===== src/rtl/fetch_stage.sv =====
// Instruction fetch stage: PC register, next-PC select and the IF/ID pipeline register.
// Flushed or reset IF/ID slots carry NOP_INSTR so Decode never sees an all-zero opcode.
module fetch_stage #(
  parameter int                    DATA_WIDTH = 32,
  parameter logic [DATA_WIDTH-1:0] RESET_PC   = 32'h0000_0000,
  parameter logic [DATA_WIDTH-1:0] NOP_INSTR  = 32'h0000_0013
) (
  input  logic                  clk,
  input  logic                  rst,
  input  logic                  StallF,
  input  logic                  StallD,
  input  logic                  FlushD,
  input  logic                  PCSrcE,
  input  logic [DATA_WIDTH-1:0] PCTargetE,
  input  logic [DATA_WIDTH-1:0] InstrF,
  output logic [DATA_WIDTH-1:0] PCF,
  output logic [DATA_WIDTH-1:0] InstrD,
  output logic [DATA_WIDTH-1:0] PCD,
  output logic [DATA_WIDTH-1:0] PCPlus4D,
  output logic                  ValidD,
  output logic [31:0]           FetchCount
);

  logic [DATA_WIDTH-1:0] pc_q, pc_d;
  logic [DATA_WIDTH-1:0] pc_plus4_f;
  logic [DATA_WIDTH-1:0] pc_sel;
  logic [DATA_WIDTH-1:0] pc_next;

  logic [DATA_WIDTH-1:0] instr_q, instr_d;
  logic [DATA_WIDTH-1:0] pcd_q, pcd_d;
  logic [DATA_WIDTH-1:0] pc_plus4d_q, pc_plus4d_d;
  logic                  valid_q, valid_d;
  logic [31:0]           count_q, count_d;
  logic                  load_d;

  // A redirect must land even while Fetch is stalled, otherwise the wrong path keeps running.
  always_comb begin
    pc_plus4_f = pc_q + DATA_WIDTH'(4);
    pc_sel     = PCSrcE ? PCTargetE : pc_plus4_f;
    pc_next    = {pc_sel[DATA_WIDTH-1:2], 2'b00};
    pc_d       = pc_q;
    if (PCSrcE || !StallF) begin
      pc_d = pc_next;
    end
  end

  always_comb begin
    instr_d     = instr_q;
    pcd_d       = pcd_q;
    pc_plus4d_d = pc_plus4d_q;
    valid_d     = valid_q;
    count_d     = count_q;
    load_d      = !FlushD && !StallD;
    if (FlushD) begin
      instr_d     = NOP_INSTR;
      pcd_d       = '0;
      pc_plus4d_d = '0;
      valid_d     = 1'b0;
    end else if (load_d) begin
      instr_d     = InstrF;
      pcd_d       = pc_q;
      pc_plus4d_d = pc_plus4_f;
      valid_d     = 1'b1;
      count_d     = count_q + 32'd1;
    end
  end

  always_ff @(posedge clk or posedge rst) begin
    if (rst) begin
      pc_q        <= RESET_PC;
      instr_q     <= NOP_INSTR;
      pcd_q       <= '0;
      pc_plus4d_q <= '0;
      valid_q     <= 1'b0;
      count_q     <= 32'd0;
    end else begin
      pc_q        <= pc_d;
      instr_q     <= instr_d;
      pcd_q       <= pcd_d;
      pc_plus4d_q <= pc_plus4d_d;
      valid_q     <= valid_d;
      count_q     <= count_d;
    end
  end

  assign PCF        = pc_q;
  assign InstrD     = instr_q;
  assign PCD        = pcd_q;
  assign PCPlus4D   = pc_plus4d_q;
  assign ValidD     = valid_q;
  assign FetchCount = count_q;

endmodule


===== config.mk =====
export PLATFORM = sky130hd
export DESIGN_NAME = fetch_stage
export DESIGN_NICKNAME = d
export VERILOG_FILES = /design/src/rtl/fetch_stage.sv
export SDC_FILE = /design/constraint.sdc
export NUM_CORES = 1
export LEC_CHECK = 0
export CAP_MARGIN = 20
export CORE_AREA = 10 10 141 143
export CTS_CLUSTER_SIZE = 25
export DETAILED_ROUTE_END_ITERATION = 16
export DIE_AREA = 0 0 151 153
export PLACE_DENSITY = 0.85
export SETUP_SLACK_MARGIN = 0.1
export SLEW_MARGIN = 20
export SYNTH_ARGS = -nofsm -noshare
export SYNTH_HDL_FRONTEND = slang
export SYNTH_SLANG_ARGS = --single-unit

===== constraint.sdc =====
create_clock -name clk -period 5.8 [get_ports clk]
set_input_delay 0.87 -clock clk [delete_from_list [all_inputs] [get_ports clk]]
set_output_delay 0.87 -clock clk [all_outputs]
set_load 0.01 [all_outputs]

==> results.sh <==
export IMPL_setup_tns_final_ns=0
export IMPL_cts_buffers=17
export IMPL_start_kind="input port"
export IMPL_crit_fanout=14
export IMPL_max_slew_margin_rel_pct=29.6
export IMPL_track_usage_pct=18.5
export IMPL_reg2reg_slack_ns=3.08
export IMPL_drcViolationCount=0
export IMPL_fp_dieH_um=153
export IMPL_die_width_um=151
export IMPL_hold_buffers=0
export IMPL_status="finished clean"
export IMPL_layout_common_cells="clkdlybuf4s50_1, dfrtp_1, nor2_1, mux2i_1, nand2_1"
export IMPL_initial_core_util_pct=44.1
export IMPL_critPathRequiredTime_ns=6.05
export IMPL_post_cts_buffers=0
export IMPL_holdCritPathClass="flop to flop"
export IMPL_routed_via_count=5902
export IMPL_cts_resized=0
export IMPL_hpwl_um=15500
export IMPL_drt_iter0_drc=354
export IMPL_min_from="FetchCount[31]"
export IMPL_grt_pass1_wl_um=34100
export IMPL_port_buffers=222
export IMPL_cts_sinks=155
export IMPL_clkPwrFrac_pct=38.8
export IMPL_irDropWorstVdd_mv=0.198
export IMPL_finalSetupViolCount=0
export IMPL_min_path_cells=1
export IMPL_fp_coreArea_sq_um=17100
export IMPL_synth_cell_types=51
export IMPL_io_pins=231
export IMPL_leakage_nw=4.50
export IMPL_place_congestion=0.813
export IMPL_hold_violations=0
export IMPL_placementRows=48
export IMPL_antenna_found_initial=1
export IMPL_worst_path_largest_cell_delay_ns=0.79
export IMPL_drtPass1Iterations=5
export IMPL_cpMaxStageDelayCell="clkdlybuf4s50_1"
export IMPL_clk_pin_slew_ns=0.06
export IMPL_grt_overflow=0
export IMPL_hold_end="FetchCount[31]"
export IMPL_cp_top_family="simple AND/OR/NAND/NOR gates"
export IMPL_crit_type="input port to flop"
export IMPL_switching_share_pct=26.2
export IMPL_end_kind="flop"
export IMPL_fmax_ghz=0.366
export IMPL_path_cells="clkdlybuf4s50_1 > and4b_2 > nand2_1 > nor3_1 > xnor2_1 > o21ai_0"
export IMPL_worstReg2RegStart="PCF[2]"
export IMPL_slew_violations=0
export IMPL_rsz0062_at_grt="false"
export IMPL_netlist_area_sq_um=7520
export IMPL_ys_flop_type="dfrtp_1"
export IMPL_ctsHtreeMaxLevel=4
export IMPL_syn_avg_cell_area_sq_um=10.4
export IMPL_reg2reg_depth=6
export IMPL_fin_util_pct=60.5
export IMPL_fin_crit_ns=2.73
export IMPL_period_share_pct=47.1
export IMPL_via_per_inst=5.11
export IMPL_wirelength_um=21700
export IMPL_power_per_cell_area_nw_per_um2=280
export IMPL_yosysSeqAreaShare_pct=51.6
export IMPL_ys_seq_elements=155
export IMPL_finalClockSkew_ns=0.0100
export IMPL_r2r_end="PCPlus4D[18]"
export IMPL_synth_warnings=0
export IMPL_switchingPower_mw=0.758
export IMPL_root_buffer="clkbuf_16"
export IMPL_cap_violations=0
export IMPL_mostFrequentLayoutCell="clkdlybuf4s50_1"
export IMPL_drive_above_1_share_pct=6.03
export IMPL_grt_max_degree=94
export IMPL_async_flop_share_pct=100
export IMPL_power_share_sequential_pct=43.8
export IMPL_worstMarginPinSlew_ns=1.06
export IMPL_clockBufferDepth=2
export IMPL_cp_arrival_ns=2.98
export IMPL_area_growth_pct=37.3
export IMPL_detail_route_antenna_nets=0
export IMPL_grt_pass1_vias=6073
export IMPL_fin_nets=987
export IMPL_p_int_mw=2.13
export IMPL_path_buf_inv=1
export IMPL_postSynthCellCount=721
export IMPL_cts_tree="done"
export IMPL_wl_per_cell_um=18.8
export IMPL_comb_power_share_pct=17.4
export IMPL_dieArea_sq_um=23100
export IMPL_synth_edf_count=0
export IMPL_worst_skew_pair_late_latency_ns=0.42
power groups by stage:
| stage | clock network (mW) | registers (mW) | logic [mW] |
|---|---|---|---|
| floorplan | 0 | 1.29 | 0.229 |
| global placement | 0 | 1.28 | 0.499 |
| detailed placement | 0 | 1.29 | 0.508 |
| CTS | 1.15 | 1.27 | 0.511 |
| global route | 1.20 | 1.28 | 0.549 |
| finish | 1.12 | 1.27 | 0.502 |
state kept, by name, summed over array words and instances (netlist names):
name,flops
FetchCount,32
InstrD,32
PCD,30
PCF,30
PCPlus4D,30
ValidD,1
worst max path at each step:
stage | startpoint | to | cells after the start
after floorplan | rst | FetchCount[0] | 1
after global placement | StallF | PCF[25] | 6
after detailed placement | StallF | PCF[21] | 6
after CTS | StallF | PCF[29] | 6
after global routing | PCF[2] | PCPlus4D[28] | 6
final | StallF | PCF[29] | 6
routing by layer:
metal / routed length (um) / global-route usage [%]
met1: 9160 / 23.0
met2: 10300 / 29.6
met3: 1860 / 6.58
met4: 375 / 5.55
met5: 0 / 0
layout make-up:
| type | count | area, sq um |
|---|---|---|
| timing repair buffer | 226 | 2250 |
| sequential | 155 | 3880 |
| inverter | 21 | 83.8 |
| antenna | 1 | 2.50 |
| clock buffer | 24 | 472 |
| clock inverter | 8 | 119 |
| multi-input combinational | 494 | 3240 |
| tap | 225 | 282 |
| fill | 1438 | 6730 |
metrics by stage:
stage | hold WS (ns) | area, sq um | worst slack, ns | power [mW] | std cells
floorplan | 0.504 | 7540 | 0.757 | 1.52 | 726
finish | 0.473 | 10300 | 3.07 | 2.89 | 1154
global route | 0.490 | 10300 | 2.91 | 3.03 | 1154
detailed placement | 0.466 | 9730 | 2.66 | 1.79 | 1121
global placement | 0.459 | 9730 | 2.73 | 1.78 | 1121
CTS | 0.475 | 10300 | 3.08 | 2.93 | 1153
cells in the mapped netlist (all sizes together), types with 21 or more instances:
library cell / number / share of area [%]
dfrtp: 152 / 51
nor2: 94 / 4.7
mux2i: 70 / 9.3
nand2: 60 / 3.0
xnor2: 53 / 6.2
xor2: 32 / 3.7
o21ai: 31 / 2.1
clkbuf: 29 / 2.2
buf: 25 / 2.0
nand4: 24 / 2.6
inv: 21 / 1.0
nor3: 21 / 1.7
cells by family (layout without fill, tap and decap cells):
family / after synthesis / after routing / share of synthesized area (%)
mux: 71 / 71 / 9.47
other cells: 1 / 7 / 0.0499
fa+ha+maj: 2 / 2 / 0.333
compound gates: 67 / 67 / 5.17
flops: 155 / 155 / 51.6
buf+inv: 77 / 279 / 5.52
xor+xnor: 85 / 85 / 9.90
simple gates: 263 / 263 / 17.9
Note: power is estimated with default switching activity, not from simulation.
